==> src/rtl/fp_add_align_pkg.sv <==
// Shared FP32 field layout, alignment widths and operand unpack helpers
// for the add/subtract pre-alignment stage.
package fp_add_align_pkg;

    localparam int FP_SIGN_BIT = 31;
    localparam int FP_EXP_MSB  = 30;
    localparam int FP_EXP_LSB  = 23;
    localparam int FP_FRAC_MSB = 22;
    localparam int FP_EXP_W    = 8;
    localparam int FP_MAN_W    = 23;
    localparam int ALIGN_W     = 27;   // hidden + fraction + guard/round/sticky
    localparam int DIFF_W      = 9;    // exponent difference incl. borrow bit

    localparam logic [FP_EXP_W-1:0] EXP_MAX = 8'hFF;

    // Unpacked operand: effective exponent and mantissa with hidden bit
    typedef struct packed {
        logic                sign;
        logic [FP_EXP_W-1:0] exp;
        logic [FP_MAN_W:0]   mant;
    } fp_unpacked_t;

    // Stage-1 payload: ordered operands plus shift amount and flags
    typedef struct packed {
        logic                sign;
        logic [FP_EXP_W-1:0] exp;
        logic [FP_MAN_W:0]   mant_l;
        logic [FP_MAN_W:0]   mant_s;
        logic [DIFF_W-1:0]   d;
        logic                eff_sub;
        logic                nan;
        logic                inf;
        logic                zero;
    } s1_t;

    // Stage-2 payload: what the downstream adder consumes
    typedef struct packed {
        logic                sign;
        logic [FP_EXP_W-1:0] exp;
        logic [ALIGN_W-1:0]  mant_l;
        logic [ALIGN_W-1:0]  mant_s;
        logic                eff_sub;
        logic                nan;
        logic                inf;
        logic                zero;
    } s2_t;

    // Subnormals take effective exponent 1 and no hidden bit
    function automatic fp_unpacked_t fp_unpack(input logic [31:0] x, input logic flip);
        fp_unpacked_t u;
        logic         norm;
        norm   = (x[FP_EXP_MSB:FP_EXP_LSB] != 8'h00);
        u.sign = x[FP_SIGN_BIT] ^ flip;
        u.exp  = norm ? x[FP_EXP_MSB:FP_EXP_LSB] : 8'h01;
        u.mant = {norm, x[FP_FRAC_MSB:0]};
        return u;
    endfunction

    function automatic logic fp_is_nan(input logic [31:0] x);
        return (x[FP_EXP_MSB:FP_EXP_LSB] == EXP_MAX) && (x[FP_FRAC_MSB:0] != 23'h000000);
    endfunction

    function automatic logic fp_is_inf(input logic [31:0] x);
        return (x[FP_EXP_MSB:FP_EXP_LSB] == EXP_MAX) && (x[FP_FRAC_MSB:0] == 23'h000000);
    endfunction

    function automatic logic fp_is_zero(input logic [31:0] x);
        return (x[FP_EXP_MSB:0] == 31'h00000000);
    endfunction

endpackage

==> src/rtl/fp_add_align_if.sv <==
// Operand-in / aligned-result-out handshake bundle of the pre-alignment stage.
interface fp_add_align_if;
    import fp_add_align_pkg::*;

    logic               i_valid;
    logic               o_ready;
    logic [31:0]        i_a;
    logic [31:0]        i_b;
    logic               i_sub;
    logic               o_valid;
    logic               i_ready;
    logic               o_sign;
    logic [FP_EXP_W-1:0] o_exp;
    logic [ALIGN_W-1:0] o_mant_l;
    logic [ALIGN_W-1:0] o_mant_s;
    logic               o_eff_sub;
    logic               o_nan;
    logic               o_inf;
    logic               o_zero;

    // Pipeline stage view
    modport slave (
        input  i_valid, i_a, i_b, i_sub, i_ready,
        output o_ready, o_valid, o_sign, o_exp, o_mant_l, o_mant_s,
               o_eff_sub, o_nan, o_inf, o_zero
    );

    // Upstream producer / downstream consumer view
    modport master (
        output i_valid, i_a, i_b, i_sub, i_ready,
        input  o_ready, o_valid, o_sign, o_exp, o_mant_l, o_mant_s,
               o_eff_sub, o_nan, o_inf, o_zero
    );

endinterface

==> src/rtl/fp_align_shift.sv <==
// Combinational right shifter for the smaller mantissa; every bit shifted
// out is ORed into the LSB so rounding downstream sees a correct sticky.
module fp_align_shift
    import fp_add_align_pkg::*;
(
    input  logic [FP_MAN_W:0]   mant,
    input  logic [DIFF_W-1:0]   d,
    output logic [ALIGN_W-1:0]  aligned
);

    logic [ALIGN_W-1:0] ext_s;
    logic [ALIGN_W-1:0] shifted_s;
    logic [ALIGN_W-1:0] lost_mask_s;
    logic               sticky_s;

    // Shift with sticky; shifts past the full width collapse to sticky only
    always_comb begin
        ext_s       = {mant, 3'b000};
        lost_mask_s = ~({ALIGN_W{1'b1}} << d[4:0]);
        shifted_s   = ext_s >> d[4:0];
        sticky_s    = |(ext_s & lost_mask_s);
        if (d >= 9'd27) begin
            aligned = {{(ALIGN_W-1){1'b0}}, |mant};
        end else begin
            aligned = {shifted_s[ALIGN_W-1:1], shifted_s[0] | sticky_s};
        end
    end

endmodule

==> src/rtl/fp_add_align.sv <==
// Two-stage FP32 add/sub pre-alignment: S1 orders operands by magnitude and
// computes the exponent difference, S2 registers the aligned smaller mantissa.
module fp_add_align
    import fp_add_align_pkg::*;
#(
    parameter int EXP_W = FP_EXP_W,
    parameter int MAN_W = FP_MAN_W
) (
    input  logic          i_clk,
    input  logic          i_reset,
    fp_add_align_if.slave bus
);

    fp_unpacked_t       a_u_s;
    fp_unpacked_t       b_u_s;
    logic [EXP_W:0]     diff_ab_s;
    logic [MAN_W:0]     mant_l_s;
    logic [MAN_W:0]     mant_s_s;
    logic               swap_s;
    logic               advance_s;
    logic               eff_sub_s;
    logic               a_nan_s;
    logic               a_inf_s;
    logic               b_nan_s;
    logic               b_inf_s;
    logic               nan_s;
    logic [ALIGN_W-1:0] shift_out_s;

    logic v1_d;
    logic v1_q;
    logic o_valid_d;
    logic o_valid_q;
    s1_t  s1_d;
    s1_t  s1_q;
    s2_t  s2_d;
    s2_t  s2_q;

    // Whole pipe moves together unless a result is waiting on downstream
    assign advance_s   = !o_valid_q || bus.i_ready;
    assign bus.o_ready = advance_s;

    // S1 next state: unpack, magnitude swap, exponent difference, special flags
    always_comb begin
        a_u_s     = fp_unpack(bus.i_a, 1'b0);
        b_u_s     = fp_unpack(bus.i_b, bus.i_sub);
        diff_ab_s = {1'b0, a_u_s.exp} - {1'b0, b_u_s.exp};
        // Borrow means b has the larger exponent; on a tie the mantissas decide
        swap_s    = diff_ab_s[EXP_W] |
                    ((diff_ab_s == 9'd0) & (b_u_s.mant > a_u_s.mant));
        mant_l_s  = swap_s ? b_u_s.mant : a_u_s.mant;
        mant_s_s  = swap_s ? a_u_s.mant : b_u_s.mant;
        a_nan_s   = fp_is_nan(bus.i_a);
        b_nan_s   = fp_is_nan(bus.i_b);
        a_inf_s   = fp_is_inf(bus.i_a);
        b_inf_s   = fp_is_inf(bus.i_b);
        eff_sub_s = bus.i_a[FP_SIGN_BIT] ^ bus.i_b[FP_SIGN_BIT] ^ bus.i_sub;
        nan_s     = a_nan_s | b_nan_s | (a_inf_s & b_inf_s & eff_sub_s);
        v1_d      = v1_q;
        s1_d      = s1_q;
        if (advance_s) begin
            v1_d         = bus.i_valid;
            s1_d.sign    = swap_s ? b_u_s.sign : a_u_s.sign;
            s1_d.exp     = swap_s ? b_u_s.exp : a_u_s.exp;
            s1_d.mant_l  = mant_l_s;
            s1_d.mant_s  = mant_s_s;
            s1_d.d       = swap_s ? (9'd0 - diff_ab_s) : diff_ab_s;
            s1_d.eff_sub = eff_sub_s;
            s1_d.nan     = nan_s;
            // A lone Inf is always the larger operand, so its sign is already in s1 sign
            s1_d.inf     = (a_inf_s | b_inf_s) & !nan_s;
            s1_d.zero    = fp_is_zero(bus.i_a) & fp_is_zero(bus.i_b);
        end else begin
            v1_d = v1_q;
            s1_d = s1_q;
        end
    end

    fp_align_shift u_shift (
        .mant    (s1_q.mant_s),
        .d       (s1_q.d),
        .aligned (shift_out_s)
    );

    // S2 next state: register the aligned mantissas; bubbles pass as o_valid = 0
    always_comb begin
        o_valid_d = o_valid_q;
        s2_d      = s2_q;
        if (advance_s) begin
            o_valid_d    = v1_q;
            s2_d.sign    = s1_q.sign;
            s2_d.exp     = s1_q.exp;
            s2_d.mant_l  = {s1_q.mant_l, 3'b000};
            s2_d.mant_s  = shift_out_s;
            s2_d.eff_sub = s1_q.eff_sub;
            s2_d.nan     = s1_q.nan;
            s2_d.inf     = s1_q.inf;
            s2_d.zero    = s1_q.zero;
        end else begin
            o_valid_d = o_valid_q;
            s2_d      = s2_q;
        end
    end

    // Pipeline registers; reset discards anything in flight
    always_ff @(posedge i_clk or posedge i_reset) begin
        if (i_reset) begin
            v1_q      <= 1'b0;
            s1_q      <= '0;
            o_valid_q <= 1'b0;
            s2_q      <= '0;
        end else begin
            v1_q      <= v1_d;
            s1_q      <= s1_d;
            o_valid_q <= o_valid_d;
            s2_q      <= s2_d;
        end
    end

    assign bus.o_valid   = o_valid_q;
    assign bus.o_sign    = s2_q.sign;
    assign bus.o_exp     = s2_q.exp;
    assign bus.o_mant_l  = s2_q.mant_l;
    assign bus.o_mant_s  = s2_q.mant_s;
    assign bus.o_eff_sub = s2_q.eff_sub;
    assign bus.o_nan     = s2_q.nan;
    assign bus.o_inf     = s2_q.inf;
    assign bus.o_zero    = s2_q.zero;

endmodule

==> src/flat_wrapper.sv <==
// flat-port wrapper written by rule: the top's interface ports become plain ports
module fp_add_align_flat import fp_add_align_pkg::*;
#(
    parameter int EXP_W = FP_EXP_W,
    parameter int MAN_W = FP_MAN_W
)
  (i_clk, i_reset, bus_i_valid, bus_i_a, bus_i_b, bus_i_sub, bus_i_ready, bus_o_ready, bus_o_valid, bus_o_sign, bus_o_exp, bus_o_mant_l, bus_o_mant_s, bus_o_eff_sub, bus_o_nan, bus_o_inf, bus_o_zero);
  fp_add_align_if bus_i ();
  input  logic i_clk;
  input  logic i_reset;
  input wire logic [$bits(bus_i.i_valid)-1:0] bus_i_valid;
  input wire logic [$bits(bus_i.i_a)-1:0] bus_i_a;
  input wire logic [$bits(bus_i.i_b)-1:0] bus_i_b;
  input wire logic [$bits(bus_i.i_sub)-1:0] bus_i_sub;
  input wire logic [$bits(bus_i.i_ready)-1:0] bus_i_ready;
  output wire logic [$bits(bus_i.o_ready)-1:0] bus_o_ready;
  output wire logic [$bits(bus_i.o_valid)-1:0] bus_o_valid;
  output wire logic [$bits(bus_i.o_sign)-1:0] bus_o_sign;
  output wire logic [$bits(bus_i.o_exp)-1:0] bus_o_exp;
  output wire logic [$bits(bus_i.o_mant_l)-1:0] bus_o_mant_l;
  output wire logic [$bits(bus_i.o_mant_s)-1:0] bus_o_mant_s;
  output wire logic [$bits(bus_i.o_eff_sub)-1:0] bus_o_eff_sub;
  output wire logic [$bits(bus_i.o_nan)-1:0] bus_o_nan;
  output wire logic [$bits(bus_i.o_inf)-1:0] bus_o_inf;
  output wire logic [$bits(bus_i.o_zero)-1:0] bus_o_zero;
  assign bus_i.i_valid = bus_i_valid;
  assign bus_i.i_a = bus_i_a;
  assign bus_i.i_b = bus_i_b;
  assign bus_i.i_sub = bus_i_sub;
  assign bus_i.i_ready = bus_i_ready;
  assign bus_o_ready = bus_i.o_ready;
  assign bus_o_valid = bus_i.o_valid;
  assign bus_o_sign = bus_i.o_sign;
  assign bus_o_exp = bus_i.o_exp;
  assign bus_o_mant_l = bus_i.o_mant_l;
  assign bus_o_mant_s = bus_i.o_mant_s;
  assign bus_o_eff_sub = bus_i.o_eff_sub;
  assign bus_o_nan = bus_i.o_nan;
  assign bus_o_inf = bus_i.o_inf;
  assign bus_o_zero = bus_i.o_zero;
  fp_add_align #(.EXP_W(EXP_W), .MAN_W(MAN_W)) u_core (.i_clk(i_clk), .i_reset(i_reset), .bus(bus_i));
endmodule
==> config.mk <==
export PLATFORM = sky130hd
export DESIGN_NAME = fp_add_align_flat
export DESIGN_NICKNAME = d
export VERILOG_FILES = /design/src/rtl/fp_add_align_pkg.sv /design/src/rtl/fp_add_align_if.sv /design/src/rtl/fp_align_shift.sv /design/src/rtl/fp_add_align.sv /design/src/flat_wrapper.sv
export SDC_FILE = /design/constraint.sdc
export NUM_CORES = 1
export LEC_CHECK = 0
export CAP_MARGIN = 20
export CORE_MARGIN = 3
export CORE_UTILIZATION = 50
export DETAILED_ROUTE_END_ITERATION = 12
export MAX_ROUTING_LAYER = met4
export PLACE_DENSITY = 0.8
export SKIP_CTS_REPAIR_TIMING = 1
export SYNTH_ARGS = -nofsm -noshare
export SYNTH_HDL_FRONTEND = slang
export SYNTH_SLANG_ARGS = --single-unit
==> constraint.sdc <==
create_clock -name i_clk -period 5 [get_ports i_clk]
set_clock_uncertainty 0.1 [all_clocks]
set_input_delay 1.25 -clock i_clk [delete_from_list [all_inputs] [get_ports i_clk]]
set_output_delay 1.25 -clock i_clk [all_outputs]
set_load 0.05 [all_outputs]
Yosys cells after proc, flatten, opt, wreduce, memory -nomap -nowiden
Index checks and enable logic that the tools add are counted.
Storage, ports and cells
  memories: 0
  register bits: 136
  memory bits (writable): 0
  ROM bits: 0
  latch bits: 0
  word-level logic and storage cells: 68
Operators by class
  equality and inequality tests: 2
  reductions and logical operators: 18
  add/sub/neg operators: 2
  shifts and indexed selects: 2
  magnitude comparators: 2
  bitwise gates (word level): 15
  multiplexer cells: 8
  multiply operators: 0
  divide/modulo/power cells: 0
Operators by type and width (number)
  $logic_not 31->1: 2
  $mux 24: 2
  $logic_not 23->1: 2
  $reduce_bool 23->1: 2
  $and 27x27->27: 1
  $mux 27: 1
  $not 27->27: 1
  $reduce_or 27->1: 1
  $shl 27x5->27 const A: 1
  $shr 27x5->27: 1
  $gt 24x24->1: 1
  $mux 8: 3
  $reduce_or 24->1: 1
  $eq 8x8->1 const B: 2
  $reduce_bool 8->1: 2
  $ge 9x5->1 const B: 1
  $logic_not 9->1: 1
  $mux 9: 1
  $sub 1x9->9 const A: 1
  $sub 8x8->9: 1
  $and 1x1->1: 5
  $or 1x1->1: 5
  $logic_and 1x1->1: 4
  $xor 1x1->1: 3
  other kinds (3): 4

Depth between registers and ports, before layout
  depth after elaboration: 7
  depth in mapped cells: 18

By module
Synthesis repeated with hierarchy kept, for this count alone.
Second synthesis, totals
  cell total of the unflattened synthesis: 1004
  area total of the unflattened synthesis: 8728.4 um2
Modules (own cells, without submodules)
  fp_add_align: times used 1, cells an instance 778, area each 7005.5 um2, seq. area each 3403.3 um2
  fp_align_shift: times used 1, cells an instance 226, area each 1722.9 um2, seq. area each 0.0 um2

Least setup slack after synthesis
Ideal clock, no wire load.
  path type: input to register
  start: input bus_i_b[28]
  end: register u_core.s1_q[44] (netlist bit)
  stages on the path: 16
  buffers on the path: 3
  path slack: 0.504 ns
  setup time: 0.169 ns
  data arrival time: 4.226 ns
  required time: 4.731 ns
  path through: buf_2 -> nor4_1 -> nand2_1 -> nand2b_1 -> ha_1 -> inv_1 -> fa_1 -> a21oi_1 -> a31oi_1 -> a2111oi_1 -> o211a_1 -> o21ai_1 -> buf_4 -> buf_4 -> o211ai_1 -> a31oi_1
On the way
  word-level cells in the longest chain between the ends: 7
  elaborated cells on any way between the ends: 8
RTL lines
  from (decl): line flat_wrapper.sv:13  | input wire logic [$bits(bus_i.i_b)-1:0] bus_i_b;
  $reduce_bool 8->1: line fp_add_align_pkg.sv:52  | norm = (x[FP_EXP_MSB:FP_EXP_LSB] != 8'h00);
  $mux 8: line fp_add_align_pkg.sv:54  | u.exp = norm ? x[FP_EXP_MSB:FP_EXP_LSB] : 8'h01;
  $sub 8x8->9: line fp_add_align.sv:46  | diff_ab_s = {1'b0, a_u_s.exp} - {1'b0, b_u_s.exp};
  $logic_not 9->1: line fp_add_align.sv:49  | ((diff_ab_s == 9'd0) & (b_u_s.mant > a_u_s.mant));
  $and 1x1->1: line fp_add_align.sv:49
  $or 1x1->1 (*): line fp_add_align.sv:48  | swap_s = diff_ab_s[EXP_W] |
  $mux 24 (*): line fp_add_align.sv:50  | mant_l_s = swap_s ? b_u_s.mant : a_u_s.mant;
  to (signal assigned): line fp_add_align.sv:108  | s1_q <= '0;
  to (signal assigned): line fp_add_align.sv:113  | s1_q <= s1_d;
  to (decl): line fp_add_align.sv:34  | s1_t s1_q;
Mark *: on every way between the ends. The rest lies on a longest branch, timed or not.
A chain may end at the register's enable or synchronous reset.

Final worst setup path
  start: input bus_i_a[29]
  end: register u_core.s1_q[19] (netlist bit)
On the way
  word-level cells in the longest chain between the ends: 7
  elaborated cells on any way between the ends: 8
RTL lines
  from (decl): line flat_wrapper.sv:12  | input wire logic [$bits(bus_i.i_a)-1:0] bus_i_a;
  $reduce_bool 8->1: line fp_add_align_pkg.sv:52
  $mux 8: line fp_add_align_pkg.sv:54
  $sub 8x8->9: line fp_add_align.sv:46
  $logic_not 9->1: line fp_add_align.sv:49
  $and 1x1->1: line fp_add_align.sv:49
  $or 1x1->1 (*): line fp_add_align.sv:48
  $mux 24 (*): line fp_add_align.sv:51  | mant_s_s = swap_s ? a_u_s.mant : b_u_s.mant;
Marks and branches as above.

==> flow_metrics.env <==
export IMPL_crit_chain="clkdlybuf4s50_1, nor4_1, nand2_1, inv_1, nor2_1, ha_1, inv_1, fa_1, inv_1, ha_1, nand2_1, a2111oi_1, o211a_1, o21a_2, buf_12, a22oi_1, a31oi_1"
export IMPL_antenna_left=0
export IMPL_endpoint_kind="flip-flop"
export IMPL_period_share_pct=91.9
export IMPL_dieArea_mm2=0.0208
export IMPL_antenna_found_initial=0
export IMPL_arrival_ns=4.83
export IMPL_cts_max_path_buffers=2
export IMPL_synth_ff_type="dfrtp_1"
export IMPL_hold_path_class="flip-flop to flip-flop"
export IMPL_async_reset_ff_share_pct=100
export IMPL_finalSetupViolations=0
export IMPL_p_per_area_mw_per_mm2=401
export IMPL_dp_cells=1471
export IMPL_synth_seq_cells=136
export IMPL_area_growth_pct=24.7
export IMPL_grt_overflow_total=0
export IMPL_drt_iter0_markers=1132
export IMPL_grt_usage_pct=30.7
export IMPL_viasPerCell=6.57
export IMPL_synth_warnings=0
export IMPL_share_seq_of_total_power_pct=32.0
export IMPL_grt_util_met2_pct=46.7
export IMPL_grt_start_max_net_pins=163
export IMPL_net_switching_power_mw=1.99
export IMPL_start_util_pct=52.1
export IMPL_syn_avg_cell_area_um2=8.18
export IMPL_period_needed_ns=4.59
export IMPL_crit_path_start_kind="input pin"
export IMPL_io_buffers=134
export IMPL_cp_common_cell="inv_1"
export IMPL_grt_pass1_wl_um=49400
export IMPL_slew_violations=0
export IMPL_drcViolationCount=0
export IMPL_yosysSeqAreaShare_pct=35.7
export IMPL_final_hold_viol_count=0
export IMPL_dp_final_hpwl_um=21200
export IMPL_syn_cell_area_mm2=0.00954
export IMPL_crit_path_max_incr_delay_ns=0.45
export IMPL_rsz0062_at_grt="false"
export IMPL_grt_use_met3_pct=6.38
export IMPL_p_int_mw=2.78
export IMPL_grt_pass1_vias=9273
export IMPL_die_x_um=144
export IMPL_p_clk_share_pct=26.7
export IMPL_instances_no_fill=1503
export IMPL_leakage_nw=5.06
export IMPL_use_met1_pct=41.6
export IMPL_cts_clk_slew_worst_paths_ns=0.07
export IMPL_die_height_um=144
export IMPL_slew_headroom_pct=35.5
export IMPL_root_buffer="clkbuf_16"
export IMPL_sw_frac_of_total_pct=41.7
export IMPL_antenna_cells=0
export IMPL_core_area_mm2=0.0183
export IMPL_rows=49
export IMPL_critPathSlowestCell="clkdlybuf4s50_1"
export IMPL_htree_levels=4
export IMPL_drive_gt1_share_pct=9.65
export IMPL_clk_latency_ns=0.43
export IMPL_cap_violations=0
export IMPL_worstPathRequired_ns=5.24
export IMPL_tns_ns=0
export IMPL_power_mw=4.77
export IMPL_synth_cells=1166
export IMPL_ir_drop_mv=0.242
export IMPL_dr_pass1_iters=7
export IMPL_place_gp_congestion=0.967
export IMPL_cp_max_fo=29
export IMPL_grt_busiest_layer="met2"
export IMPL_routed_wl_um=31000
export IMPL_fmax_ghz=0.218
export IMPL_cts_buffers_inserted=17
export IMPL_fill_cells=1548
export IMPL_tightest_slew_ns=0.963
export IMPL_status="finished, final reports clean"
export IMPL_critPathKind="input pin to flip-flop"
export IMPL_cts_tree="yes"
export IMPL_pin_count=138
export IMPL_cts_sink_count=136
export IMPL_wl_per_cell_um=20.6
export IMPL_synth_cell_types=61
export IMPL_synth_edf_count=0
export IMPL_vias=9877
export IMPL_fin_nets=1364
export IMPL_p_comb_share_pct=41.3
==> cell type report <==
| class | instances | area (um^2) | share of cell area (%) |
|---|---|---|---|
| Timing Repair Buffer | 189 | 1900 | 16.0 |
| Sequential cell | 136 | 3400 | 28.6 |
| Multi-Input combinational cell | 875 | 5560 | 46.7 |
| Clock buffer | 19 | 453 | 3.81 |
| Tap cell | 229 | 287 | 2.41 |
| Clock inverter | 13 | 134 | 1.13 |
| Inverter | 42 | 165 | 1.39 |
==> cells in the mapped netlist (30+ instances only) <==
master	number	area share [%]
clkbuf_1	82	3.2
o21ai_0	42	2.2
a31oi_1	60	3.9
dfrtp_1	136	36
ha_1	33	4.3
a22oi_1	54	4.2
nand2_1	203	8.0
o211ai_1	58	4.6
a21oi_1	71	3.7
mux2i_1	30	3.1
nor2_1	88	3.5
a211oi_1	36	2.8
inv_1	41	1.6
==> metrics by stage <==
| step | util, % | setup slack (ns) | hold WS (ns) | instance area (um^2) |
|---|---|---|---|---|
| floorplan | - | 0.0105 | 0.330 | 9550 |
| global placement | 61.7 | 0.123 | 0.342 | 11300 |
| detailed placement | 61.7 | 0.0355 | 0.351 | 11300 |
| CTS | 64.9 | 0.426 | 0.362 | 11900 |
| global route | 64.9 | 0.0201 | 0.380 | 11900 |
| finish | 64.9 | 0.407 | 0.364 | 11900 |
==> worst max-delay path, delay by kind of cell <==
| family | cells | cell delay (ns) |
|---|---|---|
| fa+ha+maj | 3 | 0.78 |
| simple gates | 4 | 0.55 |
| compound gates | 5 | 1.31 |
| buf+inv | 5 | 0.94 |
==> logic make-up (layout without fill, tap and decap cells) <==
logic type,count (synthesis),in the layout,synth area share [%]
mux,51,51,7.04
simple gates,388,388,17.8
compound gates,392,392,27.5
fa+ha+maj,34,34,4.54
other cells,1,3,0.0393
xor+xnor,7,7,0.642
buf+inv,157,263,6.77
flops,136,136,35.7
==> cell usage in the layout (no fill, tap or decap), drive strengths merged, types with 5 or more instances in the layout <==
| master | count |
|---|---|
| clkdlybuf4s50 | 133 |
| a22o | 12 |
| nor3 | 13 |
| nand2b | 10 |
| nor4 | 21 |
| o21ai | 46 |
| a21o | 6 |
| a211oi | 36 |
| nor2b | 9 |
| a31oi | 60 |
| mux4 | 12 |
| nor2 | 88 |
| o22ai | 12 |
| a21oi | 71 |
| mux2i | 30 |
| nand3 | 9 |
| clkbuf | 19 |
| a22oi | 54 |
| nand3b | 5 |
| ha | 33 |
| o211ai | 58 |
| nand2 | 203 |
| mux2 | 9 |
| dfrtp | 136 |
| a2111oi | 5 |
| xnor2 | 5 |
| o21a | 5 |
| inv | 49 |
| nand4 | 12 |
| o31ai | 8 |
| buf | 56 |
==> layer usage <==
layer,up-vias,share of wire [%]
li1,4489,-
met1,4714,42
met2,580,45
met3,94,9.7
met4,0,2.9
met5,-,0
==> power groups by stage <==
| stage | clock [mW] | sequential, mW | combinational (mW) |
|---|---|---|---|
| 2_1_floorplan | 0 | 1.78 | 1.05 |
| 3_3_place_gp | 0 | 1.53 | 1.90 |
| 3_5_place_dp | 0 | 1.54 | 1.94 |
| 4_1_cts | 1.28 | 1.52 | 1.95 |
| 5_1_grt | 1.33 | 1.55 | 2.12 |
| 6_report | 1.27 | 1.52 | 1.97 |
==> flip-flops by register name, summed over array words and instances (netlist names), 8 cells and up <==
register,cells
u_core.bus.o_exp,8
u_core.bus.o_mant_l,24
u_core.bus.o_mant_s,27
u_core.s1_q,70
==> worst paths after layout <==
path,from,slack (ns),cells past startpoint,end
max,bus_i_a[29],0.41,17,u_core.s1_q[19]$_DFFE_PP0P_
min in group asynchronous,i_reset,1.26,2,u_core.bus.o_exp[6]$_DFFE_PP0P_
min,u_core.s1_q[60]$_DFFE_PP0P_,0.36,2,u_core.bus.o_mant_l[26]$_DFFE_PP0P_
max in group asynchronous,i_reset,2.75,3,u_core.s1_q[51]$_DFFE_PP0P_
min reg2reg,u_core.s1_q[60]$_DFFE_PP0P_,0.36,2,u_core.bus.o_mant_l[26]$_DFFE_PP0P_
max reg2reg,u_core.s1_q[5]$_DFFE_PP0P_,2.06,8,u_core.bus.o_mant_s[2]$_DFFE_PP0P_
Note: power is estimated with default switching activity, not from simulation.
